`config.mk`:
```
export PLATFORM = sky130hd
export DESIGN_NAME = axis_rr_arbiter
export DESIGN_NICKNAME = d
export VERILOG_FILES = /design/src/rtl/axis_rr_arbiter.sv
export SDC_FILE = /design/constraint.sdc
export NUM_CORES = 1
export LEC_CHECK = 0
export ABC_CLOCK_PERIOD_IN_PS = 2350
export CAP_MARGIN = 20
export CORE_MARGIN = 5
export CORE_UTILIZATION = 24
export DETAILED_ROUTE_END_ITERATION = 12
export GPL_TIMING_DRIVEN = 1
export PLACE_DENSITY = 0.86
export SYNTH_ARGS = -nofsm -noshare
export SYNTH_HDL_FRONTEND = slang
export SYNTH_SLANG_ARGS = --single-unit
```
`constraint.sdc`:
```
create_clock -name clk -period 2.35 [get_ports clk]
set_input_delay 0.235 -clock clk [delete_from_list [all_inputs] [get_ports clk]]
set_output_delay 0.235 -clock clk [all_outputs]
set_load 0.03 [all_outputs]
```
`src/rtl/axis_rr_arbiter.sv`:
```
// rtl/axis_rr_arbiter.sv - packet-level round-robin mux of AXI-Stream sources onto one master stream
module axis_rr_arbiter #(
    parameter int byte_width = 4,
    parameter int num_inputs = 2
) (
    input  logic                               clk,
    input  logic                               resetn,
    input  logic [num_inputs-1:0]              s_tvalid,
    output logic [num_inputs-1:0]              s_tready,
    input  logic [num_inputs*8*byte_width-1:0] s_tdata,
    input  logic [num_inputs-1:0]              s_tlast,
    output logic                               m_tvalid,
    input  logic                               m_tready,
    output logic [8*byte_width-1:0]            m_tdata,
    output logic                               m_tlast,
    output logic [num_inputs-1:0]              grant
);

    localparam int DW = 8 * byte_width;
    localparam int IW = (num_inputs > 2) ? 2 : 1;

    typedef enum logic {
        IDLE = 1'b0,
        BUSY = 1'b1
    } state_t;

    state_t          r_state;
    state_t          w_state_next;
    logic [IW-1:0]   r_g;
    logic [IW-1:0]   r_ptr;
    logic [IW-1:0]   w_g_next;
    logic [IW-1:0]   w_ptr_next;
    logic [IW-1:0]   w_sel;
    logic            w_found;

    // Scan from the highest offset down so the lowest offset from ptr wins.
    always_comb begin
        w_sel   = r_ptr;
        w_found = 1'b0;
        for (int k = num_inputs - 1; k >= 0; k--) begin
            int            j;
            logic [IW-1:0] idx;
            j = int'(r_ptr) + k;
            if (j >= num_inputs) begin
                j = j - num_inputs;
            end
            idx = IW'(j);
            if (s_tvalid[idx]) begin
                w_sel   = idx;
                w_found = 1'b1;
            end
        end
    end

    always_comb begin
        w_state_next = r_state;
        w_g_next     = r_g;
        w_ptr_next   = r_ptr;
        m_tvalid     = 1'b0;
        m_tdata      = '0;
        m_tlast      = 1'b0;
        s_tready     = '0;
        grant        = '0;
        case (r_state)
            IDLE: begin
                if (w_found) begin
                    w_state_next = BUSY;
                    w_g_next     = w_sel;
                end
            end
            BUSY: begin
                m_tvalid      = s_tvalid[r_g];
                m_tdata       = s_tdata[r_g*DW +: DW];
                m_tlast       = s_tlast[r_g];
                s_tready[r_g] = m_tready;
                grant[r_g]    = 1'b1;
                // Only the accepted tlast beat releases the owner.
                if (s_tvalid[r_g] && m_tready && s_tlast[r_g]) begin
                    w_state_next = IDLE;
                    w_ptr_next   = (r_g == IW'(num_inputs - 1)) ? '0 : r_g + 1'b1;
                end
            end
            default: begin
                w_state_next = IDLE;
            end
        endcase
    end

    always_ff @(posedge clk) begin
        if (!resetn) begin
            r_state <= IDLE;
            r_g     <= '0;
            r_ptr   <= '0;
        end else begin
            r_state <= w_state_next;
            r_g     <= w_g_next;
            r_ptr   <= w_ptr_next;
        end
    end

endmodule

```
==> summary.md, run 1 <==
| Metric | Value |
|---|---|
| Status | complete, no violations |
| Number of vias per cell | 4.67 |
| Seq/Total Area, Yosys | 0.0874 |
| Yosys cell types | 19 |
| Simple-gate share of the synthesized area | 0.253 |
| Die height | 63.5 µm |
| Mapped Avg Cell Area | 7.16 µm² |
| Site Rows | 19 |
| Cell Chain, Critical Path | inv_2 > nor2_1 > clkdlybuf4s50_1 |
| Mapped Cells | 96 |
| Post-synthesis xor/xnor area fraction | 0 |
| Die Width | 63.5 µm |
| Crit Path Category | flop to primary output |
| First-pass GRT wire length | 5.46 mm |
| Clock transition at path regs | 0.04 ns |
| GR Overflow Total | 0 |
| Power density cells | 315 nW/µm² |
| Placed Area | 1760 µm² |
| Yosys Warn Count | 0 |
| Worst EP required | 2.12 ns |
| Fin nets | 273 |
| Proportion of synthesized area in mux cells | 0.495 |
| Clk_skew | 0.00583 ns |
| DRT iter0 DRCs | 75 |
| Overall Global Routing Usage | 0.167 |
| Slew Viols, Final | 0 |
| Fillers | 230 |
| Routed length per instance | 14.7 µm |
| Antenna Nets Post-Route | 0 |
| Fin. Hold Viols | 0 |
| Initial antenna violation count | 0 |
| Antenna fix cells | 0 |
| Clock Path Buffers | 2 |
| Detailed Route WL | 3.41 mm |
| IO Pins | 109 |
| Vias in the first global route | 1123 |
| Pleak | 0.661 nW |
| Relative slew slack | 0.630 |
| Max frequency | 486 MHz |
| Crit path DAT | 1.82 ns |
| Worst Hold Class | flop to flop |
| Seq. cell area | 61.3 µm² |
| Largest net degree at the start of global routing | 41 |
| Post-cts gate resize count | 0 |
| DRT Pass-1 Iters | 4 |
| Synthesized flop and latch total | 3 |
| CTS root buf | clkbuf_4 |
| Die area | 4030 µm² |
| Post-CTS Setup Inserts | 0 |
| Post-route DRC | 0 |
| Synth Area in Adders | 0 |
| Core ar. | 2760 µm² |
| Critical Path Sink Type | primary output |
| Via Count | 1083 |
| Startpoint Class | flop |
| Total CTS buffers | 3 |
| Worst-Margin Slew | 0.554 ns |
| Worst path max stage delay | 0.70 ns |
| Synth Area in Compound Gates | 0.0546 |
| GPL Wtd Cong | 0.823 |
| Synthesized area | 687 µm² |
| Main combinational cell family by area after synthesis | multiplexers |
| H-tree levels | 1 |
| RSZ-0062 raised after global routing | false |
| Max Cap Violations | 0 |
| Crit-path max FO | 36 |
| # setup viols final | 0 |
| Starting density of the core | 0.249 |
| Syn nets | 167 |
| CTS Hold Bufs | 0 |
| Share of layout cells above drive strength 1 | 0.0299 |
| Final HPWL DP | 2.84 mm |
| Worst-Skew Late Latency | 0.25 ns |
| CP max-delay cell | clkdlybuf4s50_1 |
| Area of the multi-input gates | 552 µm² |
| Clock sink count | 3 |
| Final Instance Area | 1790 µm² |
| Port buffer count | 108 |
| Synthesis-to-layout area growth | 160% |
| Max rail drop VDD | 0.285 mV |
| Minimum clock period | 2.06 ns |
| CTS tree | done |
| Final worst path period share | 0.875 |
| Setup TNS Final | 0 ns |
[metrics by stage]
step           power [mW]  cells  hold slack [ns]  worst slack, ns   util
6_report            0.562    232            0.506            0.293  0.648
5_1_grt             0.599    232            0.541            0.156  0.648
4_1_cts             0.572    232            0.511            0.291  0.648
3_5_place_dp        0.466    228            0.504            0.439  0.638
3_3_place_gp        0.456    228            0.487            0.496  0.638
2_1_floorplan       0.251     96            0.367            0.930      -
[cells by family (layout without fill, tap and decap cells)]
family,count (synthesis),count (layout)
buffers and inverters,10,115
DFF,3,3
AOI/OAI and AO/OA,5,5
muxes,34,34
and+or+nand+nor,44,44
[cell usage in the layout, fill, tap and decap left out]
| cell | count |
|---|---|
| nand3_1 | 1 |
| mux2i_1 | 34 |
| o21ai_0 | 1 |
| buf_12 | 1 |
| clkdlybuf4s50_1 | 108 |
| and3_1 | 1 |
| nor2_1 | 37 |
| clkbuf_1 | 1 |
| o211a_1 | 1 |
| nand2_1 | 2 |
| a21boi_0 | 1 |
| dfxtp_1 | 2 |
| and2_1 | 1 |
| o31ai_1 | 1 |
| inv_2 | 1 |
| dfxtp_2 | 1 |
| nor3_1 | 2 |
| o211ai_1 | 1 |
| inv_1 | 1 |
| clkbuf_4 | 3 |
[layer usage]
metal / GRT usage / vias up / wire, µm
met1: 0.175 / 470 / 1230
met2: 0.311 / 73 / 1760
met5: 0 / - / 0
met3: 0.0409 / 5 / 355
met4: 0.0701 / 0 / 61
li1: - / 535 / -
[area by class of cell]
type,count,area share
Sequential cell,3,0.0343
Multi-Input combinational cell,83,0.309
Clock buffer,4,0.0147
Inverter,2,0.00420
Tap cell,31,0.0217
Timing Repair Buffer,109,0.616
[critical path, delay by kind of cell (launching register included)]
family                 cells  cell delay [ns]
flip-flops                 1             0.41
buffers and inverters      2             0.97
AND/OR/NAND/NOR            1             0.19
[power breakdown]
part	switching, mW	internal (mW)	total, mW
clock	0.0355	0.0642	0.0997
combinational	0.187	0.218	0.405
sequential	0.00322	0.0543	0.0576
total	0.226	0.337	0.562
[worst paths after layout]
check / from / endpoint / slack, ns / cells past startpoint
hold reg to reg: r_ptr$_SDFFE_PN0P_ / r_ptr$_SDFFE_PN0P_ / 0.51 / 1
hold / removal: r_ptr$_SDFFE_PN0P_ / r_ptr$_SDFFE_PN0P_ / 0.51 / 1
setup reg to reg: r_state$_SDFF_PN0_ / r_g$_SDFFE_PN0P_ / 1.14 / 3
setup / recovery: r_state$_SDFF_PN0_ / m_tdata[26] / 0.29 / 3
[state kept, by name, indices dropped and copies added, names as in the netlist]
| name | count |
|---|---|
| r_ptr | 1 |
| r_state | 1 |
| r_g | 1 |
[synth_stat cells]
cell type,count,share of area
nand3_1,1,0.0073
inv_1,1,0.0055
nand2_1,2,0.011
nor2_1,37,0.20
mux2i_1,34,0.50
nor3_1,2,0.015
o211ai_1,1,0.011
dfxtp_1,3,0.087
buf_4,2,0.022
o31ai_1,1,0.011
clkbuf_1,3,0.016
and3_1,1,0.0091
o211a_1,1,0.015
inv_2,1,0.0055
a21boi_0,1,0.011
buf_8,2,0.044
and2_1,1,0.0091
o21ai_0,1,0.0073
buf_6,1,0.016
Power figures use the tool's default switching activity.
==> run 2: changes to the inputs <==
- CTS_CLUSTER_DIAMETER: unset -> 50
- SETUP_SLACK_MARGIN: unset -> 0.2
==> summary.md, run 2 (synthesis gave the netlist of run 1 again) <==
| Metric | Value |
|---|---|
| FF-to-FF setup slack | 1.20 ns |
| Clock sink count | 3 |
| Site Rows | 19 |
| Worst EP required | 2.12 ns |
| Largest regs | r_g: 1 flops, r_ptr: 1 flops, r_state: 1 flops |
| DRT Pass-1 Iters | 4 |
| CTS tree | done |
| Antenna Nets Post-Route | 0 |
| Max Cap Violations | 0 |
| Core ar. | 2760 µm² |
| Die area | 4030 µm² |
| Port buffer count | 108 |
| Worst Hold Class | flop to flop |
| Routed length per instance | 14.7 µm |
| Detailed Route WL | 3.42 mm |
| Die height | 63.5 µm |
| Post-cts gate resize count | 0 |
| Pleak | 0.676 nW |
| Final worst path period share | 0.862 |
| Vias in the first global route | 1123 |
| Final HPWL DP | 2.84 mm |
| Post-CTS Setup Inserts | 0 |
| IO Pins | 109 |
| Minimum clock period | 2.03 ns |
| Most common cell after layout, fill and taps aside | clkdlybuf4s50_1 |
| Power density cells | 314 nW/µm² |
| Worst path max stage delay | 0.61 ns |
| Antenna fix cells | 0 |
| Status | complete, no violations |
| Worst Hold End | r_ptr$_SDFFE_PN0P_ |
| CTS root buf | clkbuf_4 |
| Max frequency | 494 MHz |
| Share of layout cells above drive strength 1 | 0.0299 |
| Number of vias per cell | 4.66 |
| H-tree levels | 1 |
| Worst r2r src | r_g$_SDFFE_PN0P_ |
| Min Hold Slack | 0.506 ns |
| Hold depth | 1 |
| Crit-path max FO | 40 |
| Hold path start | r_ptr$_SDFFE_PN0P_ |
| Relative slew slack | 0.763 |
| Commonest non-fill, non-tap cells in the layout | clkdlybuf4s50_1 (107), nor2_1 (37), mux2i_1 (34), clkbuf_4 (3) |
| Post-place setup slack | 0.439 ns |
| CP max-delay cell | clkdlybuf4s50_1 |
| Worst r2r dst | r_ptr$_SDFFE_PN0P_ |
| Crit path DAT | 1.79 ns |
| Fin nets | 273 |
| Starting density of the core | 0.249 |
| Crit Path Category | flop to primary output |
| Post-route DRC | 0 |
| First-pass GRT wire length | 5.46 mm |
| CTS Hold Bufs | 0 |
| Synthesis-to-layout area growth | 161% |
| GR Overflow Total | 0 |
| Initial antenna violation count | 0 |
| Final Instance Area | 1790 µm² |
| Largest net degree at the start of global routing | 41 |
| Setup WS post-layout | 0.325 ns |
| Worst-Margin Slew | 0.355 ns |
| Clk_skew | 0.00574 ns |
| Die Width | 63.5 µm |
| Max rail drop VDD | 0.280 mV |
| Critical Path Sink Type | primary output |
| Overall Global Routing Usage | 0.167 |
| Clock Path Buffers | 2 |
| Worst-Skew Late Latency | 0.25 ns |
| Clock transition at path regs | 0.04 ns |
| Placed Area | 1760 µm² |
| GPL Wtd Cong | 0.823 |
| Fin. Hold Viols | 0 |
| Fillers | 228 |
| RSZ-0062 raised after global routing | false |
| Cell Chain, Critical Path | buf_12 > mux2i_1 > nor2_1 > clkdlybuf4s50_1 |
| Slew Viols, Final | 0 |
| Startpoint Class | flop |
| DRT iter0 DRCs | 94 |
| # setup viols final | 0 |
| Setup TNS Final | 0 ns |
| Power Total | 0.563 mW |
| Via Count | 1082 |
| Worst reg-to-reg path cell count | 4 |
| Total CTS buffers | 3 |
==> run 2: changes by cell type in the layout (fill, tap and decap cells not counted) <==
| cell | before | now |
|---|---|---|
| inv_2 | 1 | 0 |
| inv_4 | 0 | 1 |
| clkdlybuf4s50_1 | 108 | 107 |
| dlymetal6s2s_1 | 0 | 1 |
==> run 2: per-stage QoR <==
step	std cells	util
final	232	0.650
after floorplan	96	-
after detailed placement	228	0.638
after global placement	228	0.638
after CTS	232	0.648
after global routing	232	0.650
==> run 2: routing by layer <==
layer  global-route usage  vias up  wire, µm
met4               0.0701        0        61
li1                     -      536         -
met3               0.0409        5       330
met1                0.175      472      1250
met5                    0        -         0
met2                0.311       69      1770
==> run 2: area by class of cell <==
type	count	area (µm²)	share of cell area
multi-input cells	83	552	0.308
repair buffers	109	1100	0.616
flip-flops and latches	3	61.3	0.0342
well taps	31	38.8	0.0216
inverters	2	10.0	0.00559
clock buffers	4	26.3	0.0147
==> run 2: worst max-delay path by stage <==
stage	start	endpoint	slack, ns	depth (start not counted)
6_report	r_g$_SDFFE_PN0P_	m_tvalid	0.32	4
5_1_grt	r_g$_SDFFE_PN0P_	m_tvalid	0.22	4
4_1_cts	r_state$_SDFF_PN0_	m_tdata[26]	0.29	3
3_5_place_dp	s_tvalid[1]	m_tvalid	0.44	4
3_3_place_gp	s_tvalid[1]	m_tvalid	0.50	4
2_1_floorplan	r_g$_SDFFE_PN0P_	m_tdata[24]	0.93	5
==> run 2: power breakdown <==
group	internal (mW)	leakage [nW]	switching, mW
combinational	0.218	0.636	0.187
sequential	0.0543	0.0251	0.00366
clock	0.0642	0.0150	0.0360
total	0.337	0.676	0.226
==> run 2: worst max-delay path: cells and delay by family (launching register included) <==
kind                   cells  cell delay (ns)
buffers and inverters      2             0.86
DFF                        1             0.33
muxes                      1             0.29
and+or+nand+nor            1             0.06
==> run 3: changes to the inputs <==
- ABC_CLOCK_PERIOD_IN_PS: 2350 -> 2300
- CELL_PAD_IN_SITES_DETAIL_PLACEMENT: unset -> 1
- CELL_PAD_IN_SITES_GLOBAL_PLACEMENT: unset -> 1
- CORE_MARGIN: 5 -> 8
- CORE_UTILIZATION: 24 -> 13
- PLACE_DENSITY: 0.86 -> unset
- PLACE_DENSITY_LB_ADDON: unset -> 0.1
- clock period: 2.35 -> 2.3 ns (I/O delays scaled with it)
==> summary.md, run 3 (synthesis gave the netlist of run 1 again) <==
| Metric | Value |
|---|---|
| GR Layer Usage met2 | 0.175 |
| Worst r2r src | r_g$_SDFFE_PN0P_ |
| Slew Viols, Final | 0 |
| Power density cells | 337 nW/µm² |
| Port buffer count | 108 |
| Die height | 88.7 µm |
| Relative slew slack | 0.763 |
| Total CTS buffers | 3 |
| Overall Global Routing Usage | 0.100 |
| Worst r2r dst | r_ptr$_SDFFE_PN0P_ |
| CP Depth | 4 |
| Detailed Route WL | 4.22 mm |
| Site Rows | 26 |
| Post-CTS Setup Inserts | 0 |
| Power Total | 0.627 mW |
| # setup viols final | 0 |
| CP delay by family, top | buffers and inverters |
| Crit path to | m_tlast |
| Worst-Margin Slew | 0.356 ns |
| Buf/Inv on CP | 2 |
| Max frequency | 508 MHz |
| Routed length per instance | 15.6 µm |
| Post-cts gate resize count | 1 |
| Placed cell count | 267 |
| Fin nets | 273 |
| H-tree levels | 1 |
| Synthesis-to-layout area growth | 171% |
| Antenna fix cells | 0 |
| Core Util, Final | 0.365 |
| Crit Path Category | flop to primary output |
| GPL Wtd Cong | 0.765 |
| First-pass GRT wire length | 6.20 mm |
| FF-to-FF setup slack | 1.15 ns |
| Crit-path max FO | 40 |
| Share of layout cells above drive strength 1 | 0.0299 |
| Number of vias per cell | 4.04 |
| Crit path DAT | 1.74 ns |
| DRT iter0 DRCs | 51 |
| Clock Path Buffers | 2 |
| Antenna Nets Post-Route | 0 |
| Cell Chain, Critical Path | buf_12 > mux2i_1 > nor2_1 > clkdlybuf4s50_1 |
| Starting density of the core | 0.134 |
| Finished Layout Cells | 271 |
| Core ar. | 5110 µm² |
| Final Instance Area | 1860 µm² |
| Vias in the first global route | 1207 |
| CTS tree | done |
| Worst EP required | 2.07 ns |
| DRT Pass-1 Iters | 2 |
| Placed Area | 1810 µm² |
| Critical Path Source | r_g$_SDFFE_PN0P_ |
| Largest regs | r_g: 1 flops, r_ptr: 1 flops, r_state: 1 flops |
| CTS Hold Bufs | 0 |
| Via Count | 1094 |
| IO Pins | 109 |
| Largest net degree at the start of global routing | 41 |
| Initial antenna violation count | 0 |
| Startpoint Class | flop |
| Clock transition at path regs | 0.03 ns |
| Met3 Track Usage GR | 0.0557 |
| CTS root buf | clkbuf_8 |
| Final HPWL DP | 3.63 mm |
| Critical Path Sink Type | primary output |
| Die area | 7870 µm² |
| Post-route DRC | 0 |
| Max Cap Violations | 0 |
| Busiest grt layer | met2 |
| Max rail drop VDD | 0.134 mV |
| Pleak | 0.699 nW |
| Die Width | 88.7 µm |
| Setup WS post-layout | 0.332 ns |
| Minimum clock period | 1.97 ns |
| Worst Hold Class | flop to flop |
| Clock sink count | 3 |
| CP max-delay cell | clkdlybuf4s50_1 |
| Most common cell after layout, fill and taps aside | clkdlybuf4s50_1 |
| Commonest non-fill, non-tap cells in the layout | clkdlybuf4s50_1 (106), nor2_1 (37), mux2i_1 (34), clkbuf_8 (3) |
| Setup TNS Final | 0 ns |
| Worst path max stage delay | 0.60 ns |
| Clk_skew | 0.00247 ns |
| Worst reg-to-reg path cell count | 4 |
| Post-place setup slack | 0.378 ns |
| Worst-Skew Late Latency | 0.21 ns |
| RSZ-0062 raised after global routing | false |
| Fin. Hold Viols | 0 |
| Final worst path period share | 0.856 |
| GRT met1 Usage | 0.102 |
| Min Hold Slack | 0.492 ns |
| Status | complete, no violations |
| GR Overflow Total | 0 |
## run 3: changes by cell type in the layout (fill, tap and decap cells not counted)
cell             previous run  this run
clkdlybuf4s50_1           107       106
clkbuf_4                    3         0
clkbuf_8                    0         3
dlymetal6s2s_1              1         2
## run 3: worst min path at each step
stage / from / endpoint / slack (ns) / depth (start not counted)
2_1_floorplan: resetn / r_state$_SDFF_PN0_ / 0.36 / 2
3_3_place_gp: r_ptr$_SDFFE_PN0P_ / r_ptr$_SDFFE_PN0P_ / 0.49 / 1
3_5_place_dp: r_ptr$_SDFFE_PN0P_ / r_ptr$_SDFFE_PN0P_ / 0.49 / 1
4_1_cts: r_ptr$_SDFFE_PN0P_ / r_ptr$_SDFFE_PN0P_ / 0.50 / 1
5_1_grt: r_ptr$_SDFFE_PN0P_ / r_ptr$_SDFFE_PN0P_ / 0.51 / 1
6_report: r_ptr$_SDFFE_PN0P_ / r_ptr$_SDFFE_PN0P_ / 0.49 / 1
## run 3: power breakdown
group	switching, mW	leakage (nW)	internal, mW	total [mW]
clock network	0.0311	0.0228	0.118	0.149
registers	0.00369	0.0251	0.0557	0.0594
logic	0.195	0.651	0.223	0.418
total	0.230	0.699	0.396	0.627
## run 3: area by class of cell
class                   count  area, µm²
clock buffers               4       45.0
flip-flops and latches      3       61.3
inverters                   2       10.0
multi-input cells          83        552
fillers                   617       3250
well taps                  70       87.6
repair buffers            109       1110
## run 3: metal layers
metal | wire length, µm | share of wire
met2 | 2010 | 0.48
met1 | 1620 | 0.38
met4 | 27 | 0.0064
met5 | 0 | 0
met3 | 563 | 0.13
